`src/rtl/gate_truth_table_scanner_pkg.sv`:
```
// Shared encodings and golden truth tables for the gate truth-table scanner.
// Table bit i holds the gate result for operand vector {a,b} = i.
package gate_truth_table_scanner_pkg;

  localparam logic [2:0] ENC_IDLE   = 3'd0;
  localparam logic [2:0] ENC_SETTLE = 3'd1;
  localparam logic [2:0] ENC_SAMPLE = 3'd2;
  localparam logic [2:0] ENC_CHECK  = 3'd3;
  localparam logic [2:0] ENC_DONE   = 3'd4;

  typedef enum logic [2:0] {
    ST_IDLE   = ENC_IDLE,
    ST_SETTLE = ENC_SETTLE,
    ST_SAMPLE = ENC_SAMPLE,
    ST_CHECK  = ENC_CHECK,
    ST_DONE   = ENC_DONE
  } scan_state_t;

  localparam logic [3:0] TT_AND = 4'b1000;
  localparam logic [3:0] TT_OR  = 4'b1110;
  localparam logic [3:0] TT_NOT = 4'b0011;

  localparam int NUM_VEC = 4;

  // Mismatch flags ordered {not, or, and}.
  function automatic logic [2:0] tt_fail_mask(input logic [3:0] and_tt,
                                              input logic [3:0] or_tt,
                                              input logic [3:0] not_tt);
    return {(not_tt != TT_NOT), (or_tt != TT_OR), (and_tt != TT_AND)};
  endfunction

endpackage

```
`src/rtl/gate_truth_table_scanner_if.sv`:
```
// Bundle between the scanner (slave side) and its controller plus gate unit (master side).
interface gate_truth_table_scanner_if;
  import gate_truth_table_scanner_pkg::*;

  // Handshake: start is a one-cycle request honoured only while idle; busy rises the
  // cycle after an accepted start and stays high through the single-cycle done pulse.
  // abort cancels a running scan (no done); results hold from done until start/abort/rst.
  logic        start;
  logic        abort;
  logic        a_out;
  logic        b_out;
  logic        and_in;
  logic        or_in;
  logic        not_in;
  logic [3:0]  and_tt;
  logic [3:0]  or_tt;
  logic [3:0]  not_tt;
  logic [2:0]  fail_mask;
  logic        pass;
  logic        busy;
  logic        done;
  scan_state_t dbg_state;

  modport slave (
    input  start, abort, and_in, or_in, not_in,
    output a_out, b_out, and_tt, or_tt, not_tt, fail_mask, pass, busy, done, dbg_state
  );

  modport master (
    output start, abort, and_in, or_in, not_in,
    input  a_out, b_out, and_tt, or_tt, not_tt, fail_mask, pass, busy, done, dbg_state
  );

endinterface

```
`src/rtl/gate_truth_table_scanner_settle_timer.sv`:
```
// Loadable down-counter that flags when the current operand vector has settled.
module gate_truth_table_scanner_settle_timer #(
  parameter int CNT_W = 4
) (
  input  logic             clk,
  input  logic             rst,
  input  logic             i_load,
  input  logic [CNT_W-1:0] i_load_val,
  input  logic             i_en,
  output logic             o_expired
);

  localparam logic [CNT_W-1:0] ONE = {{(CNT_W-1){1'b0}}, 1'b1};

  logic [CNT_W-1:0] r_count;

  always_ff @(posedge clk) begin
    if (rst) begin
      r_count <= '0;
    end else if (i_load) begin
      r_count <= i_load_val;
    end else if (i_en && (r_count != '0)) begin
      r_count <= r_count - ONE;
    end
  end

  assign o_expired = (r_count == '0);

endmodule

```
`src/rtl/gate_truth_table_scanner.sv`:
```
// Drives all four {a,b} vectors into a gate unit, captures AND/OR/NOT truth tables
// and compares them against the golden tables, reporting per-gate pass/fail.
module gate_truth_table_scanner
  import gate_truth_table_scanner_pkg::*;
#(
  parameter int SETTLE_CYCLES = 2,
  parameter int CNT_W         = 4
) (
  input logic                      clk,
  input logic                      rst,
  gate_truth_table_scanner_if.slave bus
);

  localparam logic [CNT_W-1:0] LOAD_VAL = CNT_W'(SETTLE_CYCLES - 1);
  localparam logic [1:0]       LAST_IDX = 2'(NUM_VEC - 1);

  scan_state_t r_state;
  logic [1:0]  r_idx;
  logic [1:0]  r_ab;
  logic [3:0]  r_and_tt;
  logic [3:0]  r_or_tt;
  logic [3:0]  r_not_tt;
  logic [2:0]  r_fail_mask;
  logic        r_pass;
  logic        r_busy;
  logic        r_done;

  logic        w_start_ok;
  logic        w_abort_ok;
  logic        w_timer_load;
  logic        w_settled;
  logic [2:0]  w_fail_mask;

  assign w_start_ok   = (r_state == ST_IDLE) && bus.start && !bus.abort;
  assign w_abort_ok   = (r_state != ST_IDLE) && bus.abort;
  // Reload the settle count whenever a vector is (re)presented to the gate unit.
  assign w_timer_load = w_start_ok || ((r_state == ST_SAMPLE) && (r_idx != LAST_IDX));
  assign w_fail_mask  = tt_fail_mask(r_and_tt, r_or_tt, r_not_tt);

  gate_truth_table_scanner_settle_timer #(
    .CNT_W (CNT_W)
  ) u_settle_timer (
    .clk        (clk),
    .rst        (rst),
    .i_load     (w_timer_load),
    .i_load_val (LOAD_VAL),
    .i_en       (r_state == ST_SETTLE),
    .o_expired  (w_settled)
  );

  always_ff @(posedge clk) begin
    if (rst) begin
      r_state     <= ST_IDLE;
      r_idx       <= 2'd0;
      r_ab        <= 2'd0;
      r_and_tt    <= 4'd0;
      r_or_tt     <= 4'd0;
      r_not_tt    <= 4'd0;
      r_fail_mask <= 3'd0;
      r_pass      <= 1'b0;
      r_busy      <= 1'b0;
      r_done      <= 1'b0;
    end else if (w_abort_ok) begin
      r_state     <= ST_IDLE;
      r_idx       <= 2'd0;
      r_ab        <= 2'd0;
      r_and_tt    <= 4'd0;
      r_or_tt     <= 4'd0;
      r_not_tt    <= 4'd0;
      r_fail_mask <= 3'd0;
      r_pass      <= 1'b0;
      r_busy      <= 1'b0;
      r_done      <= 1'b0;
    end else begin
      case (r_state)
        ST_IDLE: begin
          r_ab   <= 2'd0;
          r_done <= 1'b0;
          r_busy <= 1'b0;
          if (w_start_ok) begin
            r_state     <= ST_SETTLE;
            r_idx       <= 2'd0;
            r_and_tt    <= 4'd0;
            r_or_tt     <= 4'd0;
            r_not_tt    <= 4'd0;
            r_fail_mask <= 3'd0;
            r_pass      <= 1'b0;
            r_busy      <= 1'b1;
          end
        end
        ST_SETTLE: begin
          if (w_settled) r_state <= ST_SAMPLE;
        end
        ST_SAMPLE: begin
          r_and_tt[r_idx] <= bus.and_in;
          r_or_tt[r_idx]  <= bus.or_in;
          r_not_tt[r_idx] <= bus.not_in;
          if (r_idx == LAST_IDX) begin
            r_state <= ST_CHECK;
          end else begin
            r_idx   <= r_idx + 2'd1;
            r_ab    <= r_idx + 2'd1;
            r_state <= ST_SETTLE;
          end
        end
        ST_CHECK: begin
          r_fail_mask <= w_fail_mask;
          r_pass      <= (w_fail_mask == 3'd0);
          r_done      <= 1'b1;
          r_state     <= ST_DONE;
        end
        ST_DONE: begin
          r_done  <= 1'b0;
          r_busy  <= 1'b0;
          r_ab    <= 2'd0;
          r_state <= ST_IDLE;
        end
        default: begin
          r_state <= ST_IDLE;
          r_busy  <= 1'b0;
          r_done  <= 1'b0;
        end
      endcase
    end
  end

  assign bus.a_out     = r_ab[1];
  assign bus.b_out     = r_ab[0];
  assign bus.and_tt    = r_and_tt;
  assign bus.or_tt     = r_or_tt;
  assign bus.not_tt    = r_not_tt;
  assign bus.fail_mask = r_fail_mask;
  assign bus.pass      = r_pass;
  assign bus.busy      = r_busy;
  assign bus.done      = r_done;
  assign bus.dbg_state = r_state;

endmodule
```
`src/flat_wrapper.sv`:
```
// flat-port wrapper written by rule: the top's interface ports become plain ports
module gate_truth_table_scanner_flat import gate_truth_table_scanner_pkg::*;
#(
  parameter int SETTLE_CYCLES = 2,
  parameter int CNT_W         = 4
)
  (clk, rst, bus_start, bus_abort, bus_and_in, bus_or_in, bus_not_in, bus_a_out, bus_b_out, bus_and_tt, bus_or_tt, bus_not_tt, bus_fail_mask, bus_pass, bus_busy, bus_done, bus_dbg_state);
  gate_truth_table_scanner_if bus_i ();
  input logic clk;
  input logic rst;
  input wire logic [$bits(bus_i.start)-1:0] bus_start;
  input wire logic [$bits(bus_i.abort)-1:0] bus_abort;
  input wire logic [$bits(bus_i.and_in)-1:0] bus_and_in;
  input wire logic [$bits(bus_i.or_in)-1:0] bus_or_in;
  input wire logic [$bits(bus_i.not_in)-1:0] bus_not_in;
  output wire logic [$bits(bus_i.a_out)-1:0] bus_a_out;
  output wire logic [$bits(bus_i.b_out)-1:0] bus_b_out;
  output wire logic [$bits(bus_i.and_tt)-1:0] bus_and_tt;
  output wire logic [$bits(bus_i.or_tt)-1:0] bus_or_tt;
  output wire logic [$bits(bus_i.not_tt)-1:0] bus_not_tt;
  output wire logic [$bits(bus_i.fail_mask)-1:0] bus_fail_mask;
  output wire logic [$bits(bus_i.pass)-1:0] bus_pass;
  output wire logic [$bits(bus_i.busy)-1:0] bus_busy;
  output wire logic [$bits(bus_i.done)-1:0] bus_done;
  output wire logic [$bits(bus_i.dbg_state)-1:0] bus_dbg_state;
  assign bus_i.start = bus_start;
  assign bus_i.abort = bus_abort;
  assign bus_i.and_in = bus_and_in;
  assign bus_i.or_in = bus_or_in;
  assign bus_i.not_in = bus_not_in;
  assign bus_a_out = bus_i.a_out;
  assign bus_b_out = bus_i.b_out;
  assign bus_and_tt = bus_i.and_tt;
  assign bus_or_tt = bus_i.or_tt;
  assign bus_not_tt = bus_i.not_tt;
  assign bus_fail_mask = bus_i.fail_mask;
  assign bus_pass = bus_i.pass;
  assign bus_busy = bus_i.busy;
  assign bus_done = bus_i.done;
  assign bus_dbg_state = bus_i.dbg_state;
  gate_truth_table_scanner #(.SETTLE_CYCLES(SETTLE_CYCLES), .CNT_W(CNT_W)) u_core (.clk(clk), .rst(rst), .bus(bus_i));
endmodule
```
`config.mk`:
```
export PLATFORM = sky130hd
export DESIGN_NAME = gate_truth_table_scanner_flat
export DESIGN_NICKNAME = d
export VERILOG_FILES = /design/src/rtl/gate_truth_table_scanner_pkg.sv /design/src/rtl/gate_truth_table_scanner_if.sv /design/src/rtl/gate_truth_table_scanner_settle_timer.sv /design/src/rtl/gate_truth_table_scanner.sv /design/src/flat_wrapper.sv
export SDC_FILE = /design/constraint.sdc
export NUM_CORES = 1
export LEC_CHECK = 0
export CORE_MARGIN = 4
export CORE_UTILIZATION = 30
export CTS_CLUSTER_SIZE = 16
export DETAILED_ROUTE_END_ITERATION = 8
export HOLD_SLACK_MARGIN = 0.05
export PLACE_DENSITY = 0.54
export SYNTH_ARGS = -nofsm -noshare
export SYNTH_HDL_FRONTEND = slang
export SYNTH_SLANG_ARGS = --single-unit
```
`constraint.sdc`:
```
create_clock -name clk -period 1.6 [get_ports clk]
set_input_delay 0.48 -clock clk [delete_from_list [all_inputs] [get_ports clk]]
set_output_delay 0.48 -clock clk [all_outputs]
set_load 0.005 [all_outputs]
```
==> flow_summary.json <==
{
  "ys_seq_elements": 29,
  "yosys.area_share.adder_pct": 4.318,
  "route.detailed.drc": 0,
  "grt_use_total_pct": 14.09,
  "final_common_cell": "a21oi_1",
  "tritoncts": "built",
  "syn-num-nets": 175,
  "gp_congestion": 0.7819,
  "seq_area_frac_synth_pct": 40.07,
  "report.final.setup_viol": 0,
  "final_antenna_net_count": 0,
  "critPathArrivalTime_ps": 1710,
  "grt_pass1_wl_mm": 6.720,
  "fin_crit_ps": 1550,
  "syn-cell-area_sq_mm": 0.001449,
  "core_region_area_sq_mm": 0.004692,
  "worst_r2r_path_depth": 5,
  "cts_buffer_depth": 2,
  "crit_path_end_kind": "flop",
  "num_antenna_cells": 0,
  "path_buf_inv": 1,
  "period_share_pct": 96.88,
  "r2r-end": "u_core.bus.and_tt[1]$_SDFFE_PP0P_",
  "cp_top_family": "simple AND/OR/NAND/NOR gates",
  "avgSynthCellArea_sq_um": 8.889,
  "htreeDepth": 2,
  "dieArea_sq_mm": 0.006005,
  "wl_mm": 4.091,
  "cpMaxStageDelayCell": "or4bb_4",
  "nNetsFinal": 217,
  "peakVddDrop_uv": 381.2,
  "tightest_slew_ps": 558.3,
  "worst_slack_ps": 49.98,
  "top_level_ports": 30,
  "crit_path_start_kind": "flop",
  "p_total_mw": 1.671,
  "cts_num_sinks": 29,
  "viasPerCell": 5.431,
  "relSlewSlack_pct": 62.39,
  "utilization_pct": 43.52,
  "cts_root_buf": "clkbuf_8",
  "area_growth_pct": 40.93,
  "finalNonFillerCells": 260,
  "port_buffers": 29,
  "numCtsBuffers": 5,
  "drv_cap": 0,
  "hold_class": "flop to flop",
  "max_freq_mhz": 645.2,
  "insertion_delay_ps": 280,
  "synthTopCellsByArea": "dfxtp_1, o211ai_1, a21oi_1, ha_1, nand2_1",
  "finalHoldViolCount": 0,
  "synthXorXnorAreaFrac_pct": 0,
  "hold_start": "u_core.r_ab[1]$_SDFFE_PP0P_",
  "antenna_found_initial": 0,
  "grt_pass1_vias": 1336,
  "cts_hold_buf": 0,
  "crit_fanout": 4,
  "yosysWarnings": 0,
  "yosysUniqueCellTypes": 31,
  "synth_top_family_by_area": "simple AND/OR/NAND/NOR gates",
  "rr_startpoint": "u_core.r_idx[0]$_SDFFE_PP0P_",
  "vias": 1412,
  "mostFrequentLayoutCells": "a21oi_1, o211ai_1, buf_4",
  "fp.dieW_um": 77.50,
  "drv_slew": 0,
  "clk_transition_reported_paths_ps": 60,
  "power_leakage_nw": 0.9344,
  "holdPathStages": 2,
  "firstDrtPassIters": 5,
  "postPlaceCellArea_sq_mm": 0.001872,
  "min_to": "u_core.r_ab[1]$_SDFFE_PP0P_",
  "grt_max_degree": 21,
  "drtIter0Drc": 72,
  "final_layout_size_suffix_gt1_share_pct": 24.27,
  "synth_top_cell_by_area": "dfxtp_1",
  "synth_compound_area_share_pct": 23.49,
  "hpwlAfterDp_mm": 2.886,
  "p_per_area_mw_per_mm2": 818.6,
  "dp_slack_ps": -378.0,
  "rsz0062_at_grt": "yes",
  "placed_cells": 251,
  "gr-total-overflow": 0,
  "final_area_sq_mm": 0.002042,
  "synthSimpleGateAreaFrac_pct": 25.73,
  "die_y_um": 77.50,
  "synth_top_area_share_pct": 40.07,
  "path_cells": "buf_4, ha_1, or4bb_4, o211ai_1, a21oi_1",
  "cp.required_ps": 1760,
  "r2r_slack_ps": 50,
  "initial_core_util_pct": 30.88,
  "synthCells": 163,
  "path_class": "flop to flop",
  "outcome": "finished clean",
  "slowest_delay_ps": 570,
  "synth_mux_area_share_pct": 0,
  "post_drt_wl_per_cell_um": 15.73,
  "fp-row-count": 25,
  "worst_clock_skew_ps": 6.390
}
[cells in the mapped netlist]
| master | count |
|---|---|
| a211oi_1 | 1 |
| a21oi_1 | 27 |
| a41oi_2 | 1 |
| and3b_1 | 2 |
| buf_2 | 2 |
| buf_6 | 2 |
| clkbuf_1 | 8 |
| dfxtp_1 | 29 |
| ha_1 | 5 |
| inv_1 | 8 |
| nand2_1 | 16 |
| nand2b_1 | 2 |
| nand2b_4 | 1 |
| nand3_1 | 2 |
| nand3b_1 | 2 |
| nand4b_1 | 3 |
| nor2_1 | 5 |
| nor3_1 | 2 |
| nor3b_1 | 3 |
| nor4b_1 | 2 |
| nor4bb_1 | 5 |
| o211ai_1 | 20 |
| o21ai_0 | 3 |
| o31ai_1 | 1 |
| o41ai_1 | 1 |
| or2_2 | 1 |
| or2_4 | 1 |
| or3b_2 | 2 |
| or3b_4 | 1 |
| or4b_1 | 1 |
| or4bb_1 | 4 |
[power by group]
group	internal [mW]	leakage [nW]	total, mW	switching, mW
Clock	0.507	0.0585	0.781	0.274
Combinational	0.0663	0.634	0.151	0.0849
Sequential	0.728	0.241	0.739	0.0109
[worst reg2reg max path, delay by kind of cell, from the launching register on]
kind                       cells  cell delay [ps]
AOI/OAI and AO/OA              2              210
buffers and inverters          1              130
DFF                            1              380
and+or+nand+nor                1              570
adders and majority gates      1              150
[final cells by class]
cell class | count | area (sq um)
fill | 452 | 2650
multi-input combinational | 114 | 795.8
sequential | 29 | 604.3
timing repair buffer | 47 | 427.9
clock buffer | 7 | 86.33
tap | 54 | 67.56
clock inverter | 1 | 30.03
inverter | 8 | 30.03
[metrics by stage]
stage | hold slack [ps] | setup TNS (ps)
after floorplan | 452.7 | 0
after global placement | 457.7 | -6382
after detailed placement | 451.2 | -6846
after CTS | 467.4 | 0
after global routing | 487.8 | -8.212
final | 464.9 | 0
[worst max-delay path by stage]
stage	startpoint	cells past startpoint	to	slack (ps)
CTS	u_core.bus.pass$_SDFFE_PP0P_	1	bus_pass	1
detailed placement	bus_start	4	u_core.u_settle_timer.r_count[3]$_SDFFE_PP0P_	-380
floorplan	u_core.r_idx[0]$_SDFFE_PP0P_	5	u_core.u_settle_timer.r_count[1]$_SDFFE_PP0P_	110
global placement	bus_start	4	u_core.u_settle_timer.r_count[1]$_SDFFE_PP0P_	-320
finish	u_core.r_idx[0]$_SDFFE_PP0P_	5	u_core.bus.and_tt[1]$_SDFFE_PP0P_	50
global route	u_core.r_idx[0]$_SDFFE_PP0P_	5	u_core.bus.not_tt[1]$_SDFFE_PP0P_	-6
[per-layer routing]
layer,up-vias,track usage (%),wire (um)
li1,689,-,-
met3,4,3.132,174
met4,0,5.338,44
met5,-,0,0
met2,47,21.93,1980
met1,672,18.97,1891
[cell families (layout without fill, tap and decap cells)]
logic type                 count (synthesis)  count (layout)
DFF                                       29              29
and+or+nand+nor                           55              55
AOI/OAI and AO/OA                         54              54
buffers and inverters                     20              63
adders and majority gates                  5               5
[repair_timing]
action                                  CTS  global route
pin swaps                                 1             1
endpoints found under the setup margin   28            19
setup buffers                             1             0
gates resized for setup                  31            16
endpoints found under the hold margin     0             0
[registers in the layout, indices dropped and copies added, names as in the netlist]
signal                         flops
u_core.bus.and_tt                  4
u_core.bus.busy                    1
u_core.bus.dbg_state               3
u_core.bus.done                    1
u_core.bus.fail_mask               3
u_core.bus.not_tt                  4
u_core.bus.or_tt                   4
u_core.bus.pass                    1
u_core.r_ab                        2
u_core.r_idx                       2
u_core.u_settle_timer.r_count      4
Power figures use the tool's default switching activity.
